$ cat config.mk
export PLATFORM = sky130hd
export DESIGN_NAME = reorder_tagger
export DESIGN_NICKNAME = d
export VERILOG_FILES = /design/src/rtl/reorder_tagger.sv
export SDC_FILE = /design/constraint.sdc
export NUM_CORES = 1
export LEC_CHECK = 0
export ABC_AREA = 1
export CAP_MARGIN = 20
export CORE_MARGIN = 10
export CORE_UTILIZATION = 42
export CTS_BUF_LIST = sky130_fd_sc_hd__clkbuf_16
export DETAILED_ROUTE_END_ITERATION = 10
export PLACE_DENSITY = 0.79
export SYNTH_ARGS = -nofsm -noshare
export SYNTH_HDL_FRONTEND = slang
export SYNTH_SLANG_ARGS = --single-unit
$ cat constraint.sdc
create_clock -name clk -period 2.8 [get_ports clk]
set_input_delay 0.84 -clock clk [delete_from_list [all_inputs] [get_ports clk]]
set_output_delay 0.84 -clock clk [all_outputs]
set_load 0.05 [all_outputs]
$ cat src/rtl/reorder_tagger.sv
// Upstream companion of the reorder queue: tags in-order requests with the queue's index tag and
// forwards them, registers tagged responses into the queue. Optional checking: REORDER_TAGGER_ERR_EN.
module reorder_tagger #(
  parameter int DEPTH         = 32,
  parameter int TAG_WIDTH     = 6,
  parameter int REQ_WIDTH     = 32,
  parameter int PAYLOAD_WIDTH = 8,
  parameter int INIT_CYCLES   = DEPTH
) (
  input  logic                               clk,
  input  logic                               rst,
  input  logic                               req_valid,
  output logic                               req_ready,
  input  logic [REQ_WIDTH-1:0]               req_data,
  output logic                               mem_req_valid,
  input  logic                               mem_req_stall,
  output logic [REQ_WIDTH-1:0]               mem_req_data,
  output logic [TAG_WIDTH-1:0]               mem_req_tag,
  input  logic                               mem_rsp_valid,
  input  logic [TAG_WIDTH-1:0]               mem_rsp_tag,
  input  logic [PAYLOAD_WIDTH-1:0]           mem_rsp_data,
  output logic                               rq_increment,
  input  logic [TAG_WIDTH-1:0]               rq_index_tag,
  input  logic                               rq_full,
  output logic                               rq_wr_en,
  output logic [PAYLOAD_WIDTH+TAG_WIDTH-1:0] rq_d,
  output logic [TAG_WIDTH-1:0]               outstanding,
  output logic                               busy
`ifdef REORDER_TAGGER_ERR_EN
  ,
  output logic                               tag_err
`endif
);

  localparam int CNT_W = (INIT_CYCLES > 1) ? $clog2(INIT_CYCLES + 1) : 1;
  localparam logic [CNT_W-1:0] INIT_LAST = CNT_W'(INIT_CYCLES - 1);
  localparam logic [TAG_WIDTH-1:0] DEPTH_TAG = TAG_WIDTH'(DEPTH);

  typedef enum logic {ST_INIT, ST_RUN} state_t;

  state_t                              state_reg, state_next;
  logic [CNT_W-1:0]                    init_cnt_reg;
  logic [TAG_WIDTH-1:0]                outstanding_reg, outstanding_next;
  logic                                mem_req_valid_reg;
  logic [REQ_WIDTH-1:0]                mem_req_data_reg;
  logic [TAG_WIDTH-1:0]                mem_req_tag_reg;
  logic                                rq_wr_en_reg;
  logic [PAYLOAD_WIDTH+TAG_WIDTH-1:0]  rq_d_reg;
  logic                                out_free;
  logic                                accept;

  // State register; the INIT counter covers the queue's occupancy sweep after reset.
  always_ff @(posedge clk or negedge rst) begin
    if (!rst) begin
      state_reg    <= ST_INIT;
      init_cnt_reg <= '0;
    end else begin
      state_reg <= state_next;
      if (state_reg == ST_INIT)
        init_cnt_reg <= init_cnt_reg + CNT_W'(1);
    end
  end

  // RUN is entered on the edge where the count reaches INIT_CYCLES.
  always_comb begin
    state_next = state_reg;
    if (state_reg == ST_INIT && init_cnt_reg == INIT_LAST)
      state_next = ST_RUN;
  end

  always_comb begin
    out_free     = !mem_req_valid_reg || !mem_req_stall;
    req_ready    = (state_reg == ST_RUN) && !rq_full && (outstanding_reg != DEPTH_TAG) && out_free;
    accept       = req_valid && req_ready;
    rq_increment = accept;
    busy         = (state_reg != ST_RUN) || (outstanding_reg != '0);
  end

  always_comb begin
    outstanding_next = outstanding_reg;
    if (accept && !mem_rsp_valid && outstanding_reg != DEPTH_TAG)
      outstanding_next = outstanding_reg + TAG_WIDTH'(1);
    else if (!accept && mem_rsp_valid && outstanding_reg != '0)
      outstanding_next = outstanding_reg - TAG_WIDTH'(1);
  end

  // A stalled request holds; an unstalled slot either reloads or empties.
  always_ff @(posedge clk or negedge rst) begin
    if (!rst) begin
      mem_req_valid_reg <= 1'b0;
      mem_req_data_reg  <= '0;
      mem_req_tag_reg   <= '0;
      rq_wr_en_reg      <= 1'b0;
      rq_d_reg          <= '0;
      outstanding_reg   <= '0;
    end else begin
      outstanding_reg <= outstanding_next;
      if (accept) begin
        mem_req_valid_reg <= 1'b1;
        mem_req_data_reg  <= req_data;
        mem_req_tag_reg   <= rq_index_tag;
      end else if (!mem_req_stall) begin
        mem_req_valid_reg <= 1'b0;
      end
      rq_wr_en_reg <= mem_rsp_valid;
      if (mem_rsp_valid)
        rq_d_reg <= {mem_rsp_data, mem_rsp_tag};
    end
  end

`ifdef REORDER_TAGGER_ERR_EN
  logic [TAG_WIDTH-1:0] rsp_dist;
  logic                 rsp_in_window;
  logic                 tag_err_reg;

  // A live tag sits 1..outstanding positions behind the queue's next index.
  always_comb begin
    rsp_dist      = rq_index_tag - mem_rsp_tag;
    rsp_in_window = (rsp_dist != '0) && (rsp_dist <= outstanding_reg);
  end

  always_ff @(posedge clk or negedge rst) begin
    if (!rst)
      tag_err_reg <= 1'b0;
    else if (mem_rsp_valid && !rsp_in_window)
      tag_err_reg <= 1'b1;
  end

  assign tag_err = tag_err_reg;
`endif

  assign mem_req_valid = mem_req_valid_reg;
  assign mem_req_data  = mem_req_data_reg;
  assign mem_req_tag   = mem_req_tag_reg;
  assign rq_wr_en      = rq_wr_en_reg;
  assign rq_d          = rq_d_reg;
  assign outstanding   = outstanding_reg;

endmodule

==> flow_summary.ini, run 1 <==
[outcome]
status = finished, final reports clean

[finish]
fin_nets = 520
largest_reg_flops = 32
diodes = 0
synthToLayoutAreaGrowth_pct = 57.4
layout-drive-gt1-share = 0.0824

[synth]
yosysSeqAreaShare = 0.592
synth_compound_area_frac = 0.0128
synth.top_cell.area_share = 0.592
avgSynthCellArea_sq_um = 8.74
synth_nets = 388
ys_warn_count = 0
synthAdderAreaFrac = 0.0292
synth_area_sq_um = 2830
synth_xor_area_frac = 0.0247
post-synth-top-area-cell = dfrtp_1
synth_simple_gate_area_share = 0.296
synth.distinct_cells = 25
ys_ff_latch = 67
ys_top_cells_by_area = dfrtp_1 (59%), nand2_1 (25%), ha_1 (2.2%), inv_1 (1.7%), xnor2_1 (1.2%)
synth_top_family_by_area = simple AND/OR/NAND/NOR gates
synth_mux_area_frac = 0
synthCells = 324

[routing]
antenna_left = 0
drt_iter0_markers = 81
post_drt_wl_per_cell_microns = 14.4
finalWirelength_mm = 7.75
drc = 0
drt_first_pass_iters = 4
vias_per_cell = 4.62
routed-via-count = 2485

[setup_path]
cp.required_ns = 1.96
slowest_stage = clkdlybuf4s50_1
start_kind = flip-flop
slowest_delay_ns = 0.72
critical_path_class = reg -> out
r2r_slack_ns = 0.67
crit_chain = nor2_1 -> nand4_1 -> clkdlybuf4s50_1
crit_path_max_fanout = 5
cp-end-kind = output port
cp.arrival_ns = 1.87

[placement]
dp_slack_ns = -0.107
gp_congestion = 0.798
dp_hpwl_mm = 5.99
io_buffers = 120

[clock_tree]
h-tree-depth = 3
clock_latency_ns = 0.32
root_buffer = clkbuf_16
clkSlewWorstSetupHoldPaths_ns = 0.05
post_cts_buffers = 0
cts.sink_count = 67
clockBufferDepth = 2
cts_buffers = 9
tritoncts = built
cts-resized-gates = 0
cts_hold_buf = 0

[die]
num_rows = 29
ios = 121
fp.dieArea_sq_um = 10400
initial_utilization = 0.438
die_h_microns = 102
die_w_microns = 102
core-area_sq_um = 6460

[sta]
max_freq_ghz = 0.368
timing.setup.tns_ns = 0
report.final.slew_viol_count = 0
finalSetupViolations = 0
tightest_slew_ns = 0.537
rsz0062_at_grt = false
finalHoldViolCount = 0
holdWs_ns = 0.327
fin_crit_ns = 2.71
setup_ws_ns = 0.0862
post-route-period-util = 0.969
skew_ns = 0.00628
relSlewSlack = 0.641

[global_route]
first_global_vias = 2592
overflow = 0
track_usage = 0.153
grt_max_degree = 41
antenna_found_initial = 0
grt_pass1_wl_mm = 12.8

[pwr]
peakVddDrop_uv = 608
p_per_area_nw_per_um2 = 1000
power_leakage_nw = 2.25
total_power_mw = 4.47

[job]
drv_cap = 0

[hold_path]
holdCritPathClass = in -> async
[power by group]
group	total [mW]	leakage, nW	switching (mW)	internal (mW)
sequential	1.36	0.825	0.168	1.19
clock	1.08	0.141	0.395	0.685
combinational	2.04	1.28	1.31	0.722
[cell usage in the layout (no fill, tap or decap)]
master,count
clkinv_4,1
a21oi_1,3
a31oi_1,1
buf_2,1
nand2_1,188
clkinv_2,1
nor2_2,1
ha_1,5
clkinvlp_4,1
dfrtp_1,67
xnor2_1,4
nand3_2,2
and3_1,1
bufinv_16,1
or2_2,1
o21ai_1,3
nor2_1,5
nand4_1,3
inv_2,2
nand3_1,5
nor2_4,1
xor2_1,4
nor3b_1,1
buf_4,12
inv_1,13
fa_1,1
clkdlybuf4s50_1,117
inv_6,1
clkinv_1,2
buf_12,2
nand2_2,2
clkbuf_16,9
[layer usage]
metal  wire length (microns)  track usage  up-vias  share of wire
met5                       0            0        -              0
met4                     101       0.0683        0          0.013
met1                    3190        0.176     1140           0.41
met3                     708       0.0648        8          0.091
met2                    3740        0.246       81           0.48
li1                        -            -     1256              -
[cell type report]
| type | instances | area (sq um) |
|---|---|---|
| Multi-Input combinational cell | 231 | 1030 |
| Clock buffer | 9 | 225 |
| Timing Repair Buffer | 132 | 1310 |
| Tap cell | 77 | 96.3 |
| Inverter | 15 | 56.3 |
| Fill cell | 510 | 2000 |
| Sequential cell | 67 | 1680 |
| Clock inverter | 7 | 67.6 |
[worst paths after layout]
check,from,end,cells past startpoint
setup / recovery,outstanding[1],busy,3
hold / removal,rst,mem_req_data[20],1
setup reg to reg,outstanding[1],outstanding[5],14
hold reg to reg,rq_d[3],rq_d[3],2
max in group asynchronous,rst,mem_req_data[24],2
min in group clk,rq_d[3],rq_d[3],2
[metrics by stage]
| stage | cells | util | cell area [sq um] |
|---|---|---|---|
| finish | 538 | 0.690 | 4460 |
| global placement | 522 | 0.645 | 4160 |
| global route | 538 | 0.690 | 4460 |
| floorplan | 324 | - | 2830 |
| CTS | 538 | 0.690 | 4460 |
| detailed placement | 522 | 0.645 | 4160 |
[worst max-delay path: cells and delay by family (launching register included)]
| family | cells | cell delay (ns) |
|---|---|---|
| buffers and inverters | 1 | 0.72 |
| flip-flops | 1 | 0.46 |
| AND/OR/NAND/NOR | 2 | 0.38 |
[Yosys cell counts, drive strengths merged]
library cell	count
buf	7
nor2	7
inv	15
or2	1
and3	1
xor2	4
dfrtp	67
fa	1
a31oi	1
nand2	190
nand4	3
nor3b	1
clkbuf	4
o21ai	3
ha	5
nand3	7
xnor2	4
a21oi	3
[cell families (layout without fill, tap and decap cells)]
kind of cell               after synthesis  after routing
adders and majority gates                6              6
AOI/OAI and AO/OA                        7              7
and+or+nand+nor                        210            210
xor gates and xnor gates                 8              8
DFF                                     67             67
buffers and inverters                   26            163
(Power assumes the default switching activity.)
==> inputs of run 2 (changes only) <==
Settings changed: REMOVE_ABC_BUFFERS from default to 1.
==> flow_summary.ini, run 2 (synthesized netlist as in run 1, its figures left out) <==
[die]
die_h_microns = 102
num_rows = 29
fp.dieArea_sq_um = 10400
initial_utilization = 0.438
core-area_sq_um = 6460
die_w_microns = 102
ios = 121

[routing]
drt_first_pass_iters = 6
post_drt_wl_per_cell_microns = 14.8
drc = 0
drt_iter0_markers = 62
routed-via-count = 2514
antenna_left = 0
vias_per_cell = 4.66
finalWirelength_mm = 7.98

[placement]
dp_slack_ns = -0.0904
dp_hpwl_mm = 6.20
io_buffers = 120
gp_congestion = 0.904
placed_cell_area_sq_um = 4180

[pwr]
intPower_mw = 2.50
switching_share = 0.428
seqPwrFrac = 0.311
peakVddDrop_uv = 544
power_leakage_nw = 2.25
p_clk_frac = 0.221
p_per_area_nw_per_um2 = 979
p_sw_mw = 1.87
p_comb_frac = 0.469

[clock_tree]
cts_buffers = 9
clockBufferDepth = 2
clkSlewWorstSetupHoldPaths_ns = 0.05
cts.sink_count = 67
root_buffer = clkbuf_16
clock_latency_ns = 0.32
tritoncts = built
h-tree-depth = 3

[sta]
fin_crit_ns = 2.73
relSlewSlack = 0.636
report.final.slew_viol_count = 0
holdWs_ns = 0.359
post-route-period-util = 0.977
timing.setup.tns_ns = 0
finalSetupViolations = 0
max_freq_ghz = 0.366
skew_ns = 0.00605
tightest_slew_ns = 0.544
rsz0062_at_grt = false
setup_ws_ns = 0.0654
finalHoldViolCount = 0

[setup_path]
reg2regPathDepth = 14
cp.required_ns = 1.96
start_kind = input pin
r2r_slack_ns = 0.63
critical_path_class = in -> out
cp-end-kind = output port
crit_path_max_fanout = 2
r2r_start = outstanding[0]
cp.arrival_ns = 1.89
r2r-end = outstanding[5]

[finish]
layout-drive-gt1-share = 0.0866
stdcell_area_sq_um = 4460
layout_commonest_cell = nand2_1
final_util = 0.690
largest_reg_flops = 32
fin_nets = 521
diodes = 0
layout_common_cells = nand2_1 (187), clkdlybuf4s50_1 (117), dfrtp_1 (67), inv_1 (14), buf_4 (12)
synthToLayoutAreaGrowth_pct = 57.4

[global_route]
track_usage = 0.155
grt_max_degree = 41
overflow = 0
antenna_found_initial = 0
grt_pass1_wl_mm = 12.7
first_global_vias = 2657

[job]
drv_cap = 0

[outcome]
status = finished, final reports clean

[hold_path]
holdCritPathClass = in -> async
-- run 2: changes by cell type in the layout (fill, tap and decap cells not counted), sizes merged --
cell    before  now
inv         16   17
buf         15   16
bufinv       1    0
-- run 2: worst max path at each step --
stage,start,end,slack (ns),cells past startpoint
2_1_floorplan,mem_req_stall,rq_increment,-0.24,5
3_5_place_dp,rq_full,outstanding[5],-0.09,16
3_3_place_gp,rq_full,outstanding[5],-0.009,16
5_1_grt,mem_req_stall,rq_increment,0.01,8
4_1_cts,rq_full,rq_increment,0.02,8
6_report,mem_req_stall,rq_increment,0.07,8
-- run 2: repair_timing --
| action | CTS | global route |
|---|---|---|
| setup buffers | 0 | 0 |
| hold buffers | 0 | 0 |
| hold endpoints to repair | 0 | 0 |
| setup endpoints to repair | 0 | 1 |
| resized for setup | 0 | 4 |
-- run 2: per-stage QoR --
step | total power, mW | instances
final | 4.36 | 539
after CTS | 4.41 | 539
after global routing | 4.60 | 539
after global placement | 3.38 | 523
after floorplan | 2.63 | 313
after detailed placement | 3.43 | 523
-- run 2: cell type report --
type | instances | area, sq um
multi-input cells | 231 | 1040
flip-flops and latches | 67 | 1680
clock buffers | 9 | 225
repair buffers | 133 | 1330
clock inverters | 7 | 37.5
well taps | 77 | 96.3
fillers | 539 | 2000
inverters | 15 | 58.8
-- run 2: per-layer routing --
layer | global-route usage | part of all wire
met3 | 0.0580 | 0.088
met2 | 0.279 | 0.53
met5 | 0 | 0
met1 | 0.157 | 0.37
met4 | 0.0672 | 0.016
-- run 2: power by group through the flow --
stage          sequential (mW)  clock, mW  combinational (mW)
6_report                  1.36      0.963                2.05
5_1_grt                   1.39       1.03                2.18
4_1_cts                   1.36      0.992                2.06
3_5_place_dp              1.37          0                2.06
3_3_place_gp              1.36          0                2.02
2_1_floorplan             2.11          0               0.520
-- run 2: worst max-delay path, cell delays in order --
cell             delay [ns]
clkdlybuf4s50_1        0.41
nand2_2                0.07
inv_2                  0.04
nor2_4                 0.10
buf_4                  0.12
nand3_4                0.09
inv_4                  0.08
buf_12                 0.13
==> inputs of run 3 (changes only) <==
Settings changed: GPL_ROUTABILITY_DRIVEN from default to 1.
==> results of run 3 <==
Same layout as run 2: the final DEF is identical, and so are final timing and power.
==> RTL edit (flow settings as in run 1) <==
Build with the macro `REORDER_TAGGER_ERR_EN` defined.
--- a/src/rtl/reorder_tagger.sv
+++ b/src/rtl/reorder_tagger.sv
@@ -2,2 +2,4 @@
 // forwards them, registers tagged responses into the queue. Optional checking: REORDER_TAGGER_ERR_EN.
+`define REORDER_TAGGER_ERR_EN
+
 module reorder_tagger #(
Behaviour (old outputs only; new: tag_err): unchanged (Yosys induction, for registers that start in step).
==> RTL edit against run 1 <==
Synthesized area increased by 14%; final area up 18%; synthesized cell count rose by 18%; power is 9.8% higher; routed wire length increased by 39%; sequential cell count up 1; worst setup slack got worse by 0.036 ns; sequential power hardly changed; critical endpoint is now tag_err.
==> RTL edit: results (changes against run 1) <==
\begin{tabular}{lr}
\hline
Metric & Value \\
\hline
\multicolumn{2}{l}{\textbf{Outcome}} \\
\quad Result of the run & finished clean \\
\multicolumn{2}{l}{\textbf{Clock network}} \\
\quad Sinks on Clock Net & 68 (+1.5\%) \\
\multicolumn{2}{l}{\textbf{Setup path}} \\
\quad Largest stage delay, worst path & 0.50 ns (-0.22 ns) \\
\quad Crit. Startpoint & mem\_rsp\_tag[1] \\
\quad Beginning of the worst register-to-register path & outstanding[0] \\
\quad CP arrival & 2.97 ns (+1.10 ns) \\
\quad Worst setup path endpoint & tag\_err \\
\multicolumn{2}{l}{\textbf{Route}} \\
\quad Vias per Instance & 4.81 (+4.1\%) \\
\quad Total wire length after detailed routing & 10,800 um (+39\%) \\
\quad Number of DRC markers after the initial detailed-route iteration & 133 (+64\%) \\
\multicolumn{2}{l}{\textbf{Final layout}} \\
\quad Non-clock buffer area fraction after layout & 29.3\% (about the same) \\
\quad Non-CTS inverters & 33 (+18) \\
\quad Multi-input gate share of total cell area & 28.0\% (+5.0 points) \\
\quad Multi-input gates & 272 (+18\%) \\
\quad Portion of the layout cell area used by clock cells & 5.57\% (-1.0 points) \\
\quad Final layout net count & 621 (+19\%) \\
\quad Number of buffers other than clock buffers in the final layout & 161 (+22\%) \\
\quad Share of post-route cells with drive strength above 1 & 16.4\% (+8.1 points) \\
\quad Fill cells & 538 (+5.5\%) \\
\multicolumn{2}{l}{\textbf{Placement}} \\
\quad Dpl hpwl & 7500 um (+25\%) \\
\quad Final RePlAce weighted congestion & 0.867 (+8.7\%) \\
\quad Number of port buffers & 121 (+0.83\%) \\
\multicolumn{2}{l}{\textbf{Timing}} \\
\quad Final period utilization & 98.2\% (+1.3 points) \\
\quad Clock Skew & 0.00695 ns (+0.000668 ns) \\
\quad Worst-case headroom to the max-slew limit & 62.3\% (-1.8 points) \\
\multicolumn{2}{l}{\textbf{Synthesis}} \\
\quad Top cell types by occurrence after synthesis & nand2\_1 (190), dfrtp\_1 (68), inv\_1 (30) \\
\quad Seq/Total Area, Yosys & 52.8\% (-6.4 points) \\
\quad Number of library cell types mapped by synthesis & 24 (-4.0\%) \\
\multicolumn{2}{l}{\textbf{Power and ir drop}} \\
\quad Largest vdd supply drop & 541 uV (-11\%) \\
\quad Leakage power figure & 2.63 nW (+17\%) \\
\multicolumn{2}{l}{\textbf{Global routing}} \\
\quad Pin count of the biggest net entering global routing & 51 (+24\%) \\
\quad Vias in the first global route & 3,310 (+28\%) \\
\multicolumn{2}{l}{\textbf{Floorplan}} \\
\quad Starting Density & 43.7\% (-0.10 points) \\
\hline
\end{tabular}
RTL edit: metrics by stage:
stage | instance area [um2] | power, W | cells | hold WS, ns | util [%]
global route | 5260 | 0.00518 | 649 | 0.480 | 71.4
global placement | 4690 | 0.00354 | 615 | 0.453 | 63.6
detailed placement | 4690 | 0.00362 | 615 | 0.458 | 63.6
floorplan | 3220 | 0.00276 | 383 | 0.442 | -
CTS | 5130 | 0.00480 | 646 | 0.473 | 69.7
finish | 5260 | 0.00491 | 649 | 0.458 | 71.4
RTL edit: critical path, delay by kind of cell:
family,cells,cell delay [ns]
buffers and inverters,3,0.68
AO/OA/AOI/OAI,2,0.19
adder cells (fa/ha/maj),2,0.65
AND/OR/NAND/NOR,9,0.62
RTL edit: repair_timing:
item | CTS | global route
gates cloned | 0 | 0
hold buffers | 0 | 0
endpoints found under the setup margin | 3 | 3
gates resized for setup | 6 | 26
pin swaps | 3 | 10
setup buffers | 15 | 3
RTL edit: metal layers:
layer / vias to the layer above / track usage, % / routed length (um)
li1: 1514 / - / -
met4: 0 / 6.11 / 176
met3: 14 / 5.75 / 683
met1: 1496 / 19.6 / 3980
met5: - / 0 / 0
met2: 96 / 32.6 / 5940
RTL edit: kinds of logic (layout without fill, tap and decap cells):
kind of cell / count (synthesis) / after routing / synth area share, %
AO/OA/AOI/OAI: 23 / 23 / 3.65
XOR/XNOR: 10 / 10 / 2.72
adder cells (fa/ha/maj): 18 / 18 / 7.45
buffers and inverters: 43 / 210 / 5.78
flip-flops: 68 / 68 / 52.8
AND/OR/NAND/NOR: 221 / 221 / 27.6
RTL edit: report_power, final:
| part | total (W) | internal (W) | switching (W) |
|---|---|---|---|
| Combinational | 0.00244 | 0.000899 | 0.00154 |
| Clock | 0.00111 | 0.000685 | 0.000425 |
| Sequential | 0.00136 | 0.00120 | 0.000159 |
